`config.mk`:
```
export PLATFORM = sky130hd
export DESIGN_NAME = stream_demux_1_by_2
export DESIGN_NICKNAME = d
export VERILOG_FILES = /design/src/rtl/stream_demux_1_by_2_pkg.sv /design/src/rtl/stream_demux_1_by_2_sync_fifo.sv /design/src/rtl/stream_demux_1_by_2.sv
export SDC_FILE = /design/constraint.sdc
export NUM_CORES = 1
export LEC_CHECK = 0
export CELL_PAD_IN_SITES_DETAIL_PLACEMENT = 0
export CELL_PAD_IN_SITES_GLOBAL_PLACEMENT = 2
export CORE_UTILIZATION = 34
export DETAILED_ROUTE_END_ITERATION = 8
export PLACE_DENSITY = 0.74
export SETUP_SLACK_MARGIN = 0.5
export SYNTH_ARGS = -nofsm -noshare
export SYNTH_HDL_FRONTEND = slang
export SYNTH_HIERARCHICAL = 1
export SYNTH_SLANG_ARGS = --single-unit
```
`constraint.sdc`:
```
create_clock -name clk -period 2.6 [get_ports clk]
set_input_delay 0.39 -clock clk [delete_from_list [all_inputs] [get_ports clk]]
set_output_delay 0.39 -clock clk [all_outputs]
set_load 0.01 [all_outputs]
```
`src/rtl/stream_demux_1_by_2_pkg.sv`:
```
`default_nettype none
// ============================================================================
// Module      : stream_demux_1_by_2_pkg
// Description : Shared defaults and the stored {sel, data} entry type.
// Revision    : 1.0 - initial release
// ============================================================================
package stream_demux_1_by_2_pkg;

   localparam int c_DATA_W = 32;

   typedef struct packed {
      logic                sel;
      logic [c_DATA_W-1:0] data;
   } entry_t;

endpackage : stream_demux_1_by_2_pkg
`default_nettype wire

```
`src/rtl/stream_demux_1_by_2_sync_fifo.sv`:
```
`default_nettype none
// ============================================================================
// Module      : sync_fifo
// Description : Single-clock FIFO with occupancy count; push/pop self-gated.
// Revision    : 1.0 - initial release
// ============================================================================
module sync_fifo #(
   parameter int WIDTH = 33,
   parameter int DEPTH = 4
) (
   input  logic                     clk,
   input  logic                     rst_n,
   input  logic                     push,
   input  logic [WIDTH-1:0]         push_data,
   input  logic                     pop,
   output logic [WIDTH-1:0]         pop_data,
   output logic                     full,
   output logic                     empty,
   output logic [$clog2(DEPTH):0]   count
);

   localparam int                c_PTR_W = $clog2(DEPTH);
   localparam logic [c_PTR_W:0]  c_FULL  = (c_PTR_W+1)'(DEPTH);

   logic [WIDTH-1:0]   r_mem [DEPTH];
   logic [c_PTR_W-1:0] r_wr_ptr;
   logic [c_PTR_W-1:0] r_rd_ptr;
   logic [c_PTR_W:0]   r_count;
   logic               w_push;
   logic               w_pop;

   assign full     = (r_count == c_FULL);
   assign empty    = (r_count == '0);
   assign count    = r_count;
   assign pop_data = r_mem[r_rd_ptr];

   // Full blocks push even if a pop happens in the same cycle.
   assign w_push = push & ~full;
   assign w_pop  = pop & ~empty;

   always_ff @(posedge clk) begin
      if (w_push) begin
         r_mem[r_wr_ptr] <= push_data;
      end
   end

   // Pointer width matches log2(DEPTH), so increments wrap on their own.
   always_ff @(posedge clk or negedge rst_n) begin
      if (!rst_n) begin
         r_wr_ptr <= '0;
         r_rd_ptr <= '0;
         r_count  <= '0;
      end else begin
         if (w_push) r_wr_ptr <= r_wr_ptr + c_PTR_W'(1);
         if (w_pop)  r_rd_ptr <= r_rd_ptr + c_PTR_W'(1);
         case ({w_push, w_pop})
            2'b10:   r_count <= r_count + (c_PTR_W+1)'(1);
            2'b01:   r_count <= r_count - (c_PTR_W+1)'(1);
            default: r_count <= r_count;
         endcase
      end
   end

endmodule : sync_fifo
`default_nettype wire

```
`src/rtl/stream_demux_1_by_2.sv`:
```
`default_nettype none
// ============================================================================
// Module      : stream_demux_1_by_2
// Description : Buffered 1:2 stream demux steered by a per-word select bit.
// Revision    : 1.0 - initial release
// ============================================================================
module stream_demux_1_by_2
   import stream_demux_1_by_2_pkg::*;
#(
   parameter int DATA_W = c_DATA_W,
   parameter int DEPTH  = 4,
   parameter int CNT_W  = 16
) (
   input  logic                     clk,
   input  logic                     rst_n,
   input  logic                     in_valid,
   output logic                     in_ready,
   input  logic [DATA_W-1:0]        in_data,
   input  logic                     in_sel,
   output logic                     a_valid,
   input  logic                     a_ready,
   output logic [DATA_W-1:0]        a_data,
   output logic                     b_valid,
   input  logic                     b_ready,
   output logic [DATA_W-1:0]        b_data,
   output logic [$clog2(DEPTH):0]   occupancy,
   output logic [CNT_W-1:0]         count_a,
   output logic [CNT_W-1:0]         count_b
);

   logic [DATA_W:0] w_head;
   logic            w_full;
   logic            w_empty;
   logic            w_head_sel;
   logic            w_pop;
   logic [CNT_W-1:0] r_count_a;
   logic [CNT_W-1:0] r_count_b;

   sync_fifo #(
      .WIDTH (DATA_W + 1),
      .DEPTH (DEPTH)
   ) u_fifo (
      .clk       (clk),
      .rst_n     (rst_n),
      .push      (in_valid),
      .push_data ({in_sel, in_data}),
      .pop       (w_pop),
      .pop_data  (w_head),
      .full      (w_full),
      .empty     (w_empty),
      .count     (occupancy)
   );

   assign in_ready   = ~w_full;
   assign w_head_sel = w_head[DATA_W];
   assign a_valid    = ~w_empty & ~w_head_sel;
   assign b_valid    = ~w_empty &  w_head_sel;
   assign a_data     = w_head[DATA_W-1:0];
   assign b_data     = w_head[DATA_W-1:0];

   // Only the ready of the output owning the head word can retire it.
   assign w_pop = (a_valid & a_ready) | (b_valid & b_ready);

   always_ff @(posedge clk or negedge rst_n) begin
      if (!rst_n) begin
         r_count_a <= '0;
         r_count_b <= '0;
      end else begin
         if (a_valid & a_ready) r_count_a <= r_count_a + CNT_W'(1);
         if (b_valid & b_ready) r_count_b <= r_count_b + CNT_W'(1);
      end
   end

   assign count_a = r_count_a;
   assign count_b = r_count_b;

endmodule : stream_demux_1_by_2
`default_nettype wire

```
==> summary.txt, run 1 <==
Outcome
  – Run status: completed

CTS
  – Number of H-tree levels: 4
  – Master cell of the clock root buffer: clkbuf_16
  – Number of buffers added by the clock tree synthesis step: 17
  – Max Buffers Root-to-Sink: 2
  – CTS Hold Bufs: 0
  – Clk sinks: 171
  – Clock latency on the worst-skew pair: between 0.4 and 0.5 ns
  – TritonCTS clock tree: built
  – Clock-pin slew reported for the worst setup and hold paths after clock tree synthesis: 0.07 ns

Worst setup path
  – Endpoint arrival time on the critical path: 2.09 ns
  – Startpoint type of the worst setup path: flip-flop
  – Top cell by count, worst path: buf_6
  – Maximum fanout along the worst path: 5
  – Required arrival time at the worst endpoint: 2.21 ns
  – Highest-delay cell along the critical path: mux4_2
  – Chain of cells forming the critical path: buf_12 > buf_4 > buf_6 > buf_12 > mux4_2 > buf_6 > buf_6
  – Slowest stage delay, CP: between 0.4 and 0.5 ns
  – Buf+Inv Stages, Crit Path: 6
  – CP Capture Type: primary output
  – Crit path max-delay family: buffers and inverters
  – Setup Crit Path Kind: reg2out

Min path
  – Worst hold path type: in2async

Route
  – Via/cell ratio: ~4.6
  – Number of DRC violations after detailed-routing iteration 0: between 200 and 250
  – Number of vias after detailed routing: 3720
  – Drc violations: 0
  – Routed wire length: 14.2 mm
  – Number of nets with antenna violations after routing: 0
  – Routed length per placed instance: approximately 18 um
  – Initial DRT Pass Iterations: 4

Place
  – DP Area: 8520 sq um
  – HPWL after detailed placement: 8.91 mm
  – Port Buf Inserts: 139
  – Placed Instances: 744
  – Global placer's final weighted congestion: 0.713

Floorplan
  – Die extent in x: 145 um
  – I/O pin count: 140
  – Die Y: 145 um
  – Starting utilization of the core area: 0.352
  – Die ar.: 21100 sq um
  – Number of core rows: 51
  – Placeable Area: between 15000 and 20000 sq um

Yosys
  – Synthesized net count: 415
  – Synth warnings: 6
  – Yosys reg bits: 171
  – Synth Cell Area: 6960 sq um
  – Synth Instances: 369
  – Part of the Yosys area used for sequential elements: 0.710
  – Yosys cell types: 33
  – Syn Area/Cell: 18.9 sq um

Layout
  – Count of filler cells inserted in the layout: roughly 1700
  – Final cell count without fillers: 810
  – Area overhead of the layout relative to synthesis: 37.1%
  – Commonest cells after routing, fill and taps aside: 132 x edfxtp_1, 72 x clkdlybuf4s50_1, 48 x buf_6
  – Post-layout instance area: 9540 sq um
  – Share of layout cells above drive strength 1: 0.331
  – # nets final: 577
  – Most common cell after layout, fill and taps aside: edfxtp_1

Power and ir drop
  – Total design power: 11.0 mW
  – Total power density per cell area: 1150 nW/um^2
  – Static leakage: 3.59 nW
  – Max VDD drop: approximately 0.62 mV

GRT
  – Maximum number of pins on one net before global-route repair: 40
  – Number of global-route vias before repair: 3824
  – First-pass GRT wire length: 22.3 mm
  – Number of antenna violations at the first check in global routing: 1
  – Overall global routing resource usage: 0.142
  – Global route total overflow: 0

STA
  – Fin Setup TNS: 0 ns
  – Measured slew at the worst slew-check pin: 0.919 ns
  – Setup-failing EPs final: 0
  – Maximum clock frequency: 0.403 GHz
  – Final Cycle Share: 0.955
  – Shortest period the worst path allows: approximately 2.5 ns
  – Slew Viols, Final: 0
  – Setup skew after layout: 0.00888 ns
  – Remaining max-slew budget at the tightest pin: 0.387
  – Unrepaired setup endpoints after global routing: yes
  – Hold Slack: roughly 0.089 ns
  – Final Hold Vio Count: 0

Run
  – Max-cap violations: 0
power by group:
group / internal [mW] / leakage (nW) / switching, mW
Sequential: 3.56 / 1.71 / 0.283
Combinational: 2.60 / 1.59 / 2.03
Clock: 1.37 / 0.291 / 1.15
state kept, by name (all words and copies together), names as in the netlist:
signal           cells
u_fifo/r_rd_ptr      2
count_a             16
count_b             16
u_fifo/r_wr_ptr      2
u_fifo/r_mem       132
u_fifo/count         3
kinds of logic (layout without fill, tap and decap cells):
family                   Yosys count  after routing  share of synthesized area
AO/OA/AOI/OAI                      1              1                    0.00126
XOR/XNOR                          36             36                     0.0453
adder cells (fa/ha/maj)            8              8                     0.0155
buffers and inverters             51            226                     0.0537
flip-flops                       171            171                      0.710
multiplexers                      38             38                      0.117
other                              0              1                          0
AND/OR/NAND/NOR                   64             64                     0.0575
Yosys cell counts:
library cell    n  area share
and2_1          6      0.0054
and4b_1         1      0.0014
buf_6           1      0.0016
mux4_2         28       0.091
and4_1          2      0.0025
nor3b_2         1      0.0018
and3_1          5      0.0045
mux2i_1         2      0.0029
buf_4          32       0.035
inv_1          10      0.0054
nor3b_4         1      0.0027
mux2_2          3      0.0049
nand3_1        14       0.010
xor2_1         15       0.019
nand4b_1        1      0.0013
nor2_1         11      0.0059
xnor2_1        21       0.026
fa_1            1      0.0029
nor3_1          1     0.00072
mux4_1          5       0.019
edfxtp_1      132        0.57
nand4_1         3      0.0027
nor2b_2         1      0.0013
ha_1            7       0.013
nand4_2         2      0.0036
dfrtp_1        39        0.14
nor4_2          1      0.0018
and2b_2         1      0.0013
buf_2           5      0.0036
nor3_2          4      0.0058
nand2_1         9      0.0049
o31a_1          1      0.0013
buf_12          3      0.0086
layer usage:
layer,vias to the layer above,global-route usage,wire length (um)
met1,1931,0.180,6000
met4,0,0.0489,179
met5,-,0,0
li1,1704,-,-
met2,72,0.237,7550
met3,13,0.0358,461
through the flow:
step	util	setup WS (ns)
2_1_floorplan	-	-0.00854
3_3_place_gp	0.431	0.186
5_1_grt	0.482	-0.0137
3_5_place_dp	0.431	0.140
4_1_cts	0.468	0.106
6_report	0.482	0.116
worst paths after layout:
check | slack (ns) | endpoint | startpoint | cells after the start
worst max register to register | 0.14 | u_fifo/count[2] | u_fifo/r_rd_ptr[0] | 11
min in group clk | 0.47 | count_a[15] | count_a[15] | 1
worst min register to register | 0.47 | count_a[15] | count_a[15] | 1
worst min-delay path | 0.09 | count_a[9] | rst_n | 1
worst max-delay path | 0.12 | b_data[14] | u_fifo/r_rd_ptr[0] | 7
max in group asynchronous | 1.86 | u_fifo/r_rd_ptr[1] | rst_n | 1
timing repair:
action	CTS	global route
setup endpoints to repair	79	89
pin swaps	4	7
setup buffers	15	14
cloned	4	0
gates resized for setup	204	39
area by class of cell:
cell class | count | area [sq um] | share of cell area
Tap cell | 265 | 332 | 0.0347
Multi-Input combinational cell | 147 | 1710 | 0.180
Clock buffer | 17 | 425 | 0.0446
Antenna cell | 1 | 2.50 | 0.000262
Inverter | 10 | 37.5 | 0.00393
Clock inverter | 15 | 179 | 0.0188
Sequential cell | 171 | 4940 | 0.518
Timing Repair Buffer | 184 | 1910 | 0.200
Note: power is estimated with default switching activity, not from simulation.
==> run 2: changes to the inputs <==
Settings changed: CTS_CLUSTER_SIZE set to 28, GPL_TIMING_DRIVEN set to 0.
==> run 2 against run 1 <==
Against the previous run:
- the run now ends with negative setup slack left
- clock power down 5%
- critical path depth up 2
- global-route usage down 0.16 points
- worst hold slack better by 0.23 ns
- core utilization up 3.8 points
- routed wire length up 0.72%
- sequential power about the same
- clock skew up 0.0019 ns
- sequential share of layout area down 3.8 points
- register-to-register slack worse by 0.14 ns
- final cell count up 6.8%
- combinational power up 31%
- highest routed layer unchanged
==> summary.txt, run 2 (same netlist as run 1, synthesis figures left out) <==
Outcome
  – Run status: complete, but fails checks
  – Failing checks: negative setup slack

STA
  – Slew Viols, Final: 0 (unchanged)
  – Setup skew after layout: 0.0108 ns (+0.00191 ns)
  – Shortest period the worst path allows: 2.62 ns (+0.134 ns)
  – Maximum clock frequency: 0.382 GHz (-5.1%)
  – Final Cycle Share: 1.01 (+0.0514)
  – Final setup margin: -0.0179 ns (-0.134 ns)
  – Final Hold Vio Count: 0 (unchanged)
  – Measured slew at the worst slew-check pin: 0.640 ns (-0.280 ns)
  – Setup-failing EPs final: 1 (+1)
  – Remaining max-slew budget at the tightest pin: 0.571 (+0.184)
  – Unrepaired setup endpoints after global routing: yes
  – Hold Slack: 0.315 ns (+0.226 ns)

Layout
  – Most common cell after layout, fill and taps aside: edfxtp_1
  – Final cell count without fillers: 865 (+6.8%)
  – Commonest cells after routing, fill and taps aside: 132 x edfxtp_1, 117 x buf_6, 72 x clkdlybuf4s50_1
  – Largest register by flop count: u_fifo/r_mem
  – Area overhead of the layout relative to synthesis: 48.0%
  – # nets final: 633 (+9.7%)
  – Diodes inserted: 0 (-1)
  – Share of layout cells above drive strength 1: 0.455 (+0.124)
  – Number of flip-flops under the largest register name: 132 (unchanged)

Floorplan
  – Placeable Area: 19800 sq um (unchanged)
  – Die extent in x: 145 um (unchanged)
  – Die Y: 145 um (unchanged)
  – Number of core rows: 51 (unchanged)
  – I/O pin count: 140 (unchanged)
  – Die ar.: 21100 sq um (unchanged)
  – Starting utilization of the core area: 0.352 (unchanged)

Place
  – HPWL after detailed placement: 9.02 mm (+1.3%)
  – Global placer's final weighted congestion: 0.724 (+1.5%)
  – Port Buf Inserts: 139 (unchanged)
  – Placed Instances: 778 (+4.6%)

GRT
  – First-pass GRT wire length: 22.5 mm (+0.80%)
  – Overall global routing resource usage: 0.141 (-0.00157)
  – GR Layer Usage met3: 0.0286 (-0.00723)
  – Number of antenna violations at the first check in global routing: 0 (-1)
  – Most heavily used metal layer in global routing: met2
  – GR Layer Usage met1: 0.163 (-0.0173)
  – Number of global-route vias before repair: 4108 (+7.4%)
  – Global route total overflow: 0 (unchanged)
  – Maximum number of pins on one net before global-route repair: 37 (-7.5%)
  – Global routing met2 resource utilization: 0.251 (+0.0147)

Route
  – Initial DRT Pass Iterations: 4 (unchanged)
  – Via/cell ratio: 4.52 (-1.5%)
  – Number of vias after detailed routing: 3912 (+5.2%)
  – Number of DRC violations after detailed-routing iteration 0: 132 (-36%)
  – Drc violations: 0 (unchanged)
  – Routed wire length: 14.3 mm (+0.72%)
  – Routed length per placed instance: 16.5 um (-5.7%)
  – Number of nets with antenna violations after routing: 0 (unchanged)

Run
  – Max-cap violations: 0 (unchanged)

Worst setup path
  – Required arrival time at the worst endpoint: 2.21 ns (about the same)
  – Startpoint type of the worst setup path: flip-flop
  – Endpoint arrival time on the critical path: 2.23 ns (+0.14 ns)
  – Setup Crit Path Kind: reg2out
  – Setup slack on the worst flop-to-flop path: 0 ns (-0.14 ns)
  – CP Capture Type: primary output
  – Maximum fanout along the worst path: 5 (unchanged)

Power and ir drop
  – Static leakage: 3.96 nW (+10%)
  – Total design power: 12.3 mW (+12%)
  – Max VDD drop: 0.513 mV (-17%)
  – Total power density per cell area: 1200 nW/um^2 (+3.9%)

CTS
  – Clk sinks: 171 (unchanged)
  – Clock latency on the worst-skew pair: 0.42 ns (about the same)
  – Number of H-tree levels: 4 (unchanged)
  – Max Buffers Root-to-Sink: 2 (unchanged)
  – Number of buffers added by the clock tree synthesis step: 17 (unchanged)
  – Master cell of the clock root buffer: clkbuf_16
  – TritonCTS clock tree: built
  – Clock-pin slew reported for the worst setup and hold paths after clock tree synthesis: 0.07 ns (about the same)

Min path
  – Worst hold path type: in2async
-- run 2: cell types whose count changed in the layout (fill, tap and decap cells not counted), sizes merged --
cell           change
inv                +5
clkinv             -4
diode              -1
clkdlybuf4s15      -1
buf               +81
dlygate4sd3        +1
dlygate4sd2       -25
bufinv             -1
-- run 2: worst paths after layout --
path / start / to / cells after the start
max: u_fifo/r_rd_ptr[0] / b_data[26] / 9
min reg2reg: count_a[15] / count_a[15] / 1
max in group asynchronous: rst_n / u_fifo/count[0] / 3
min in group clk: count_a[15] / count_a[15] / 1
max reg2reg: u_fifo/r_rd_ptr[0] / u_fifo/count[2] / 12
min: rst_n / count_a[15] / 2
-- run 2: power breakdown --
group          switching [mW]  total (mW)  internal [mW]
clock network            1.13        2.40           1.28
registers               0.278        3.83           3.56
logic                    2.34        6.08           3.74
-- run 2: routing by layer --
layer | part of all wire | vias to the layer above
li1 | - | 1812
met1 | 0.40 | 2009
met2 | 0.55 | 77
met3 | 0.031 | 14
met4 | 0.014 | 0
met5 | 0 | -
-- run 2: through the flow --
step	instance area, sq um	worst slack (ns)	utilization	setup TNS, ns
2_1_floorplan	7000	-0.00854	-	-0.00854
3_3_place_gp	8720	-0.513	0.441	-66.09
3_5_place_dp	8820	-0.311	0.446	-0.484
4_1_cts	9830	-0.0430	0.497	-0.0578
5_1_grt	10300	-0.111	0.521	-0.235
6_report	10300	-0.0179	0.521	-0.0179
-- run 2: critical path: stages, from the launching register on --
cell	delay, ns
dfrtp_1	0.39
buf_12	0.14
buf_12	0.11
buf_4	0.12
buf_6	0.11
buf_6	0.11
buf_6	0.10
mux4_2	0.47
buf_6	0.14
buf_6	0.11
-- run 2: cell type report --
| type | instances | area, sq um |
|---|---|---|
| plain buffers | 41 | 470 |
| clock buffers | 17 | 425 |
| clock inverters | 15 | 143 |
| fillers | 1641 | 9480 |
| inverters | 10 | 37.5 |
| multi-input cells | 147 | 1820 |
| flip-flops and latches | 171 | 4940 |
| well taps | 265 | 332 |
| repair buffers | 199 | 2130 |
-- run 2: what timing repair did --
action	4_1_cts	5_1_grt
hold buffers	1	0
endpoints found under the setup margin	96	99
pin swaps	10	14
cloned	2	0
endpoints found under the hold margin	37	0
resized for setup	284	85
setup buffers	27	25
